[src/rtl/snn_pkg.sv]
// Shared types and default sizing for the spiking-neuron timestep scheduler.
package snn_pkg;

  localparam int N_NEURONS_DEF   = 8;
  localparam int N_INPUTS_DEF    = 8;
  localparam int WEIGHT_SIZE_DEF = 8;
  localparam int V_MEM_SIZE_DEF  = 8;
  localparam int B_SIZE_DEF      = 8;
  localparam int CFG_DATA_W      = 8;

  typedef enum logic [1:0] {
    IDLE      = 2'd0,
    INTEGRATE = 2'd1,
    DECAY     = 2'd2,
    DONE      = 2'd3
  } state_t;

  localparam logic FN_ACCUM = 1'b0;
  localparam logic FN_DECAY = 1'b1;

endpackage

[src/rtl/neuron_scheduler_datapath.sv]
// Shared neuron arithmetic: wrapping accumulate (sel 0) or beta decay with
// strict threshold compare (sel 1). Results are the low V_MEM_SIZE bits.
module neuron_scheduler_datapath
  import snn_pkg::*;
#(
  parameter int WEIGHT_SIZE = WEIGHT_SIZE_DEF,
  parameter int V_MEM_SIZE  = V_MEM_SIZE_DEF,
  parameter int B_SIZE      = B_SIZE_DEF
) (
  input  logic                   function_sel,
  input  logic [V_MEM_SIZE-1:0]  v_mem,
  input  logic [WEIGHT_SIZE-1:0] weight,
  input  logic [B_SIZE-1:0]      beta,
  input  logic [V_MEM_SIZE-1:0]  v_th,
  output logic [V_MEM_SIZE-1:0]  result,
  output logic                   spike
);

  logic [V_MEM_SIZE-1:0] sum_lo;
  logic [V_MEM_SIZE-1:0] prod_lo;

  // Low bits of a sum/product depend only on the low bits of the operands,
  // so truncating before the operation yields the required modulo result.
  assign sum_lo  = v_mem + V_MEM_SIZE'(weight);
  assign prod_lo = v_mem * V_MEM_SIZE'(beta);

  always_comb begin
    result = sum_lo;
    spike  = 1'b0;
    if (function_sel == FN_DECAY) begin
      result = prod_lo;
      spike  = (prod_lo > v_th);
    end
  end

endmodule

[src/rtl/neuron_scheduler.sv]
// Sequences one timestep over a layer: per-neuron weighted integration of
// latched input spikes, then decay, threshold and reset, through one datapath.
module neuron_scheduler
  import snn_pkg::*;
#(
  parameter int N_NEURONS   = N_NEURONS_DEF,
  parameter int N_INPUTS    = N_INPUTS_DEF,
  parameter int WEIGHT_SIZE = WEIGHT_SIZE_DEF,
  parameter int V_MEM_SIZE  = V_MEM_SIZE_DEF,
  parameter int B_SIZE      = B_SIZE_DEF
) (
  input  logic                                    wb_clk_i,
  input  logic                                    wb_rst_i,
  input  logic                                    cfg_we,
  input  logic [$clog2(N_NEURONS*N_INPUTS):0]     cfg_addr,
  input  logic [CFG_DATA_W-1:0]                   cfg_wdata,
  input  logic                                    clear_vmem,
  input  logic                                    start,
  input  logic [N_INPUTS-1:0]                     in_spikes,
  output logic                                    busy,
  output logic                                    done,
  output logic [N_NEURONS-1:0]                    out_spikes,
  output logic                                    cfg_err
);

  localparam int ADDR_W = $clog2(N_NEURONS*N_INPUTS) + 1;
  localparam int N_W    = (N_NEURONS > 1) ? $clog2(N_NEURONS) : 1;
  localparam int I_W    = (N_INPUTS > 1) ? $clog2(N_INPUTS) : 1;
  localparam logic [N_W-1:0] N_LAST = N_W'(N_NEURONS - 1);
  localparam logic [I_W-1:0] I_LAST = I_W'(N_INPUTS - 1);

  state_t                 state;
  logic [N_W-1:0]         n_idx;
  logic [I_W-1:0]         i_idx;
  logic [N_INPUTS-1:0]    spikes_lat;
  logic [V_MEM_SIZE-1:0]  v_mem  [N_NEURONS];
  logic [WEIGHT_SIZE-1:0] weight [N_NEURONS][N_INPUTS];
  logic [B_SIZE-1:0]      beta;
  logic [V_MEM_SIZE-1:0]  v_th;

  logic                   dp_sel;
  logic [V_MEM_SIZE-1:0]  dp_result;
  logic                   dp_spike;
  logic [ADDR_W-2:0]      cfg_idx;

  assign dp_sel  = (state == DECAY) ? FN_DECAY : FN_ACCUM;
  assign cfg_idx = cfg_addr[ADDR_W-2:0];

  neuron_scheduler_datapath #(
    .WEIGHT_SIZE (WEIGHT_SIZE),
    .V_MEM_SIZE  (V_MEM_SIZE),
    .B_SIZE      (B_SIZE)
  ) u_datapath (
    .function_sel (dp_sel),
    .v_mem        (v_mem[n_idx]),
    .weight       (weight[n_idx][i_idx]),
    .beta         (beta),
    .v_th         (v_th),
    .result       (dp_result),
    .spike        (dp_spike)
  );

  always_ff @(posedge wb_clk_i or posedge wb_rst_i) begin
    if (wb_rst_i) begin
      state      <= IDLE;
      n_idx      <= '0;
      i_idx      <= '0;
      spikes_lat <= '0;
      busy       <= 1'b0;
      done       <= 1'b0;
      out_spikes <= '0;
      for (int k = 0; k < N_NEURONS; k++) v_mem[k] <= '0;
    end else begin
      done <= 1'b0;
      unique case (state)
        IDLE: begin
          // Clear lands on the same edge as start, so integration sees zeros.
          if (clear_vmem) begin
            for (int k = 0; k < N_NEURONS; k++) v_mem[k] <= '0;
          end
          if (start) begin
            spikes_lat <= in_spikes;
            n_idx      <= '0;
            i_idx      <= '0;
            busy       <= 1'b1;
            state      <= INTEGRATE;
          end
        end
        INTEGRATE: begin
          if (spikes_lat[i_idx]) v_mem[n_idx] <= dp_result;
          if (i_idx == I_LAST) state <= DECAY;
          else                 i_idx <= i_idx + 1'b1;
        end
        DECAY: begin
          v_mem[n_idx]      <= dp_spike ? '0 : dp_result;
          out_spikes[n_idx] <= dp_spike;
          i_idx             <= '0;
          if (n_idx == N_LAST) begin
            done  <= 1'b1;
            state <= DONE;
          end else begin
            n_idx <= n_idx + 1'b1;
            state <= INTEGRATE;
          end
        end
        DONE: begin
          busy  <= 1'b0;
          state <= IDLE;
        end
        default: state <= IDLE;
      endcase
    end
  end

  always_ff @(posedge wb_clk_i or posedge wb_rst_i) begin
    if (wb_rst_i) begin
      beta    <= '0;
      v_th    <= '0;
      cfg_err <= 1'b0;
      for (int nn = 0; nn < N_NEURONS; nn++)
        for (int ii = 0; ii < N_INPUTS; ii++) weight[nn][ii] <= '0;
    end else begin
      cfg_err <= cfg_we && (state != IDLE);
      if (cfg_we && (state == IDLE)) begin
        if (cfg_addr[ADDR_W-1]) begin
          if (cfg_addr[0]) v_th <= V_MEM_SIZE'(cfg_wdata);
          else             beta <= B_SIZE'(cfg_wdata);
        end else begin
          for (int nn = 0; nn < N_NEURONS; nn++)
            for (int ii = 0; ii < N_INPUTS; ii++)
              if (cfg_idx == (ADDR_W-1)'(nn*N_INPUTS + ii))
                weight[nn][ii] <= WEIGHT_SIZE'(cfg_wdata);
        end
      end
    end
  end

endmodule
[config.mk]
export PLATFORM = sky130hd
export DESIGN_NAME = neuron_scheduler
export DESIGN_NICKNAME = d
export VERILOG_FILES = /design/src/rtl/snn_pkg.sv /design/src/rtl/neuron_scheduler_datapath.sv /design/src/rtl/neuron_scheduler.sv
export SDC_FILE = /design/constraint.sdc
export NUM_CORES = 1
export LEC_CHECK = 0
export ABC_AREA = 1
export BUFFER_PORTS_ARGS = -buffer_cell sky130_fd_sc_hd__buf_4
export CAP_MARGIN = 15
export CORE_UTILIZATION = 45
export CTS_CLUSTER_SIZE = 10
export DETAILED_ROUTE_END_ITERATION = 6
export HOLD_SLACK_MARGIN = 0.03
export SETUP_SLACK_MARGIN = 0.1
export SYNTH_ARGS = -nofsm -noshare
export SYNTH_HDL_FRONTEND = slang
export SYNTH_SLANG_ARGS = --single-unit
export TNS_END_PERCENT = 30
[constraint.sdc]
create_clock -name wb_clk_i -period 50.9 [get_ports wb_clk_i]
set_input_delay 12.725 -clock wb_clk_i [delete_from_list [all_inputs] [get_ports wb_clk_i]]
set_output_delay 12.725 -clock wb_clk_i [all_outputs]
set_load 0.03 [all_outputs]
=== Word-level counts from Yosys, hierarchy flattened ===
Cells that the tools add are included.

* $lt $le $gt $ge: 7
* $add $sub $neg: 3
* Reductions and logical operators: 82
* Multiply operators: 1
* Bitwise operators: 4
* Shifts and indexed selects: 0
* Equality and inequality tests: 74
* Divide/modulo/power cells: 0
* Multiplexer cells: 38

{| class="wikitable"
|+ Operator list
! cell !! number
|-
| 2-to-1 mux 64 bit || 4
|-
| AND reduction 3 bit || 69
|-
| binary-select mux 64 bit (select 3 bit) || 1
|-
| == test 6 bit (second input constant) || 32
|-
| one-hot mux 64 bit (3 select lines) || 1
|-
| bitwise mux 64 bit || 2
|-
| == test 6 x 5 -> 1 bit (second input constant) || 16
|-
| 2-to-1 mux 8 bit || 7
|-
| binary-select mux 8 bit (select 3 bit) || 2
|-
| == test 6 x 4 -> 1 bit (second input constant) || 8
|-
| demux 8 bit (select 3 bit) || 1
|-
| == test 6 x 3 -> 1 bit (second input constant) || 4
|-
| == test 6 x 2 -> 1 bit (second input constant) || 2
|-
| != test 2 bit (second input constant) || 6
|-
| 2-to-1 mux 3 bit || 3
|-
| one-hot mux 3 bit (3 select lines) || 1
|-
| adder 8 bit || 1
|-
| bitwise mux 8 bit || 1
|-
| greater-or-equal comparator 4 bit (second input constant) || 2
|-
| > comparator 8 bit || 1
|-
| less-than comparator 3 x 4 -> 1 bit (second input constant) || 2
|-
| multiplier 8 x 8 -> 8 bit || 1
|-
| inverter 3 -> 4 bit || 2
|-
| one-hot mux 2 bit (4 select lines) || 1
|-
| 20 further kinds || 39
|}

* Input port bits: 28
* ROM bits: 0
* Bits in writable memories: 0
* Word-level logic and storage cells: 291
* Bits in registers: 619
* Memories kept: 0
* Output and inout bits: 11
* Latch bits: 0

=== Longest topological paths before layout ===
* Word-level depth: 12
* Depth in mapped cells: 43

=== Cells and area by module ===
Synthesis repeated with hierarchy kept, for this count alone.

* Cells, all modules: 4264
* Area total of the unflattened synthesis: 32678.8 um2

{| class="wikitable"
|+ By module, submodules not included
! module !! instances !! area each (um2) !! cells an instance !! seq. area each (um2)
|-
| neuron_scheduler || 1 || 30957.2 || 3976 || 15489.9
|-
| neuron_scheduler_datapath || 1 || 1721.7 || 288 || 0.0
|}

=== Least setup slack after synthesis ===
Ideal clock, no wire load.

* Kind: input to register
* From: input cfg_we
* To: register weight[128] in the netlist's numbering
* Path buffers: 2
* Arrival time: 14.131 ns
* Required time: 50.767 ns
* Stages on the path: 9
* Library setup time: 0.133 ns
* Setup slack: 36.636 ns
* Path through: nand2_1 -> inv_1 -> nand2_1 -> nor3_1 -> clkbuf_1 -> nand2_1 -> clkbuf_1 -> nand2_1 -> o21ai_0

* Word-level cells in the longest chain between the ends: 2

{| class="wikitable"
|+ RTL lines
! what !! line !! RTL
|-
| start, declared || neuron_scheduler.sv:14 || <nowiki>input logic cfg_we,</nowiki>
|-
| logical AND 1 bit || neuron_scheduler.sv:124 || <nowiki>if (cfg_we && (state == IDLE)) begin</nowiki>
|-
| AND reduction 3 bit (no source line) || -- ||
|-
| end signal, assigned by index || neuron_scheduler.sv:132 || <nowiki>weight[nn][ii] <= WEIGHT_SIZE'(cfg_wdata);</nowiki>
|-
| end, declared || neuron_scheduler.sv:37 || <nowiki>logic [WEIGHT_SIZE-1:0] weight [N_NEURONS][N_INPUTS];</nowiki>
|}

No other way between the ends.
A chain may end at the register's enable or synchronous reset.

=== Worst setup path in the final report ===
* From: input cfg_we
* To: register weight[9] in the netlist's numbering

The elaborated chain is that of the path after synthesis.

==> impl_results.md <==
* Clk sinks at 619
* CTS tree: done
* Worst rel slew slack at 24.5%
* Clock latency on the worst-skew pair at about 620 ps
* Critical Path AT at 15250 ps
* Count of flip-flops with a built-in enable after synthesis at 0
* Lkg Pwr at between 15 and 20 nW
* Critical path origin: cfg_we
* WL/cell at around 21 um
* Share of layout cells above drive strength 1 at 6.39%
* Initial antenna violation count at 0
* Clock tree buffer depth at 3
* Fmax at 67.9 MHz
* Synthesized area at between 20000 and 30000 um2
* Actual slew at the worst max-slew pin at 1130 ps
* TNS Setup at 0 ps
* Post-CTS Resized at 0
* Comb power frac at 32.3%
* Max FO, Critical Path at 16
* Filler instances at ~6200
* Area contributors post-synth: dfrtp_1 53%, nand2_1 16%, o21ai_0 11%, inv_1 2.4%, clkbuf_1 2.2%
* Setup Fix Bufs, Post-CTS at 0
* Clock slew at reported path FFs at 50 ps
* RSZ-0062 raised after global routing: false
* Asr flop ratio synth at 100%
* Port Buffers at 38
* Antenna diodes at 0
* Layout area overhead at 9.92%
* Largest net degree at the start of global routing at 161
* R2R Path End: v_mem[42]
* Crit start category: input port
* Reg power frac at approximately 37%
* Synth cell types at 49
* Vias per inst at 5.74
* Clk_skew at 25.3 ps
* Final period utilization at 28.9%
* Final WL at 92200 um
* Top-area cell type share of the netlist area at 52.7%
* Most common cell after layout, fill and taps aside: nand2_1
* DRT Pass-1 Iters at 6
* Pre-CTS WS at 35440 ps
* Drc violations at 0
* FF+latch count, synth at 619
* Hold Crit Class: flop to flop
* Hold buffers post-CTS at 0
* MaxCap Viol Count at 0
* Die area at 66300 um2
* Placed Area at 30200 um2
* NetSw at ~0.00061 W
* CTS H-tree depth at 3
* Ys Warns at 0
* Run status: finished clean
* Initial Util at 45.6%
* CTS root buffer: clkbuf_16
* Global-route wire length before repair at 143000 um
* Sw frac at a little under 40%
* Iteration-0 DRC Markers at 2757
* Vias at 25000
* Std-Cell Core Area at 64500 um2
* Final WS setup at 36170 ps
* GPL Wtd Cong at 0.880
* Worst IR drop on VDD at 28.5 uV
* Syn_area_per_cell at 8.27 um2
* R2R Setup Slk at roughly 43000 ps
* Die Y at 258 um
* Post-synth top flop: dfrtp_1
* PD cells at 48.7 nW/um2
* Hold Path Depth at 2
* Vias in the first global route at 24100
* Final setup vio count at 0
* Row Count at just over 90
* Detailed placement HPWL at 55600 um
* Syn nets at about 3600
* Minimum clock period at 14730 ps
* Final slew viol count at 0
* Routed Antenna Nets at 0
* Global-route usage over all layers at 27.9%
* Io pins at 39
* Critical path endpoint category: flop
* Commonest cells after routing, fill and taps aside: 1222 x nand2_1, 663 x o21ai_0, 617 x dfrtp_1, 180 x inv_1, 87 x nor2_1
* Post-synth top area cell: dfrtp_1
* Crit Path Class: input port to flop
* Clk pwr share at 30.7%
* GRT overflow at 0
* Design Area, Final at approximately 32000 um2
* Mapped Cells at 3553
* Pint at 0.000960 W
* CP endpoint: weight[9]
* Worst reg2reg path depth at 38
* Nets@finish at 3558
* Total CTS buffers at 74
* WP data required at 51420 ps
* Register area share after synthesis at ~53%
* Hold Violations, Final at 0
* Worst reg2reg startpoint: n_idx[0]
* Die width at ~260 um
-- worst min path at each step --
stage,end,startpoint
after global placement,weight[396],weight[396]
after detailed placement,spikes_lat[4],spikes_lat[4]
after CTS,spikes_lat[7],spikes_lat[7]
after floorplan,weight[18],weight[18]
after global routing,weight[20],weight[20]
final,weight[494],weight[494]
-- metrics by stage --
step,util (%),total power (W),hold slack [ps],std cells
finish,50.1,0.00157,480,4358
global route,50.1,0.00166,497,4358
CTS,50.1,0.00158,484,4358
detailed placement,46.8,0.00109,470,4256
global placement,46.8,0.00107,464,4255
floorplan,-,0.000908,448,3553
-- routing by layer --
metal,up-vias,share of wire [%],GRT usage (%)
met2,947,46,44.0
met1,12300,44,38.8
met5,-,0,0
met4,0,3.2,11.0
li1,11600,-,-
met3,154,6.6,4.04
-- critical path, stage by stage --
cell,delay (ps)
buf_4,90
nand2_1,160
inv_1,130
nand2_1,180
nor2_2,900
nand2_1,690
o21ai_0,370
-- power by group through the flow --
| stage | Combinational (W) | Sequential, W | Clock (W) |
|---|---|---|---|
| floorplan | 0.000324 | 0.000583 | 0 |
| global placement | 0.000488 | 0.000587 | 0 |
| detailed placement | 0.000502 | 0.000589 | 0 |
| global route | 0.000559 | 0.000588 | 0.000510 |
| finish | 0.000508 | 0.000582 | 0.000484 |
| CTS | 0.000504 | 0.000581 | 0.000492 |
-- cells in the mapped netlist (2+ instances only) --
cell type / number
o2111ai_1: 3
inv_2: 21
xor2_1: 5
a31oi_1: 11
ha_1: 40
o211ai_1: 51
inv_1: 189
o21ai_1: 19
nor3_1: 8
a221oi_1: 50
o21ai_0: 663
clkinv_1: 5
a32o_1: 2
a21oi_1: 52
buf_6: 3
o21a_1: 4
a211oi_1: 2
nand2_1: 1222
buf_4: 7
nand2_2: 5
dfrtp_1: 619
o221ai_1: 17
nand3_1: 73
o22ai_1: 24
nor2_1: 90
a22oi_1: 24
a22o_1: 38
nor2_4: 2
nand4_1: 43
buf_1: 6
fa_1: 13
nand3b_1: 2
a2111oi_0: 5
clkbuf_1: 173
buf_2: 48
-- state kept, by name, summed over array words and instances (netlist names) --
register    flops
weight        512
v_mem          64
beta            8
out_spikes      8
spikes_lat      8
v_th            8
i_idx           3
n_idx           3
state           2
busy            1
cfg_err         1
done            1
-- cells by family after synthesis --
family | count (synthesis) | share of synthesized area, %
xor+xnor | 6 | 0.179
compound gates | 973 | 19.0
simple gates | 1450 | 19.4
fa+ha+maj | 53 | 2.59
flops | 619 | 52.7
buf+inv | 452 | 6.14
-- layout make-up --
type / count / area (um2) / share of cell area (%)
Timing Repair Buffer: 85 / 671 / 2.08
Multi-Input combinational cell: 2482 / 12100 / 37.5
Inverter: 215 / 815 / 2.52
Clock inverter: 6 / 73.8 / 0.228
Tap cell: 855 / 1070 / 3.31
Clock buffer: 96 / 2060 / 6.37
Sequential cell: 619 / 15500 / 47.9
(Power assumes the default switching activity.)
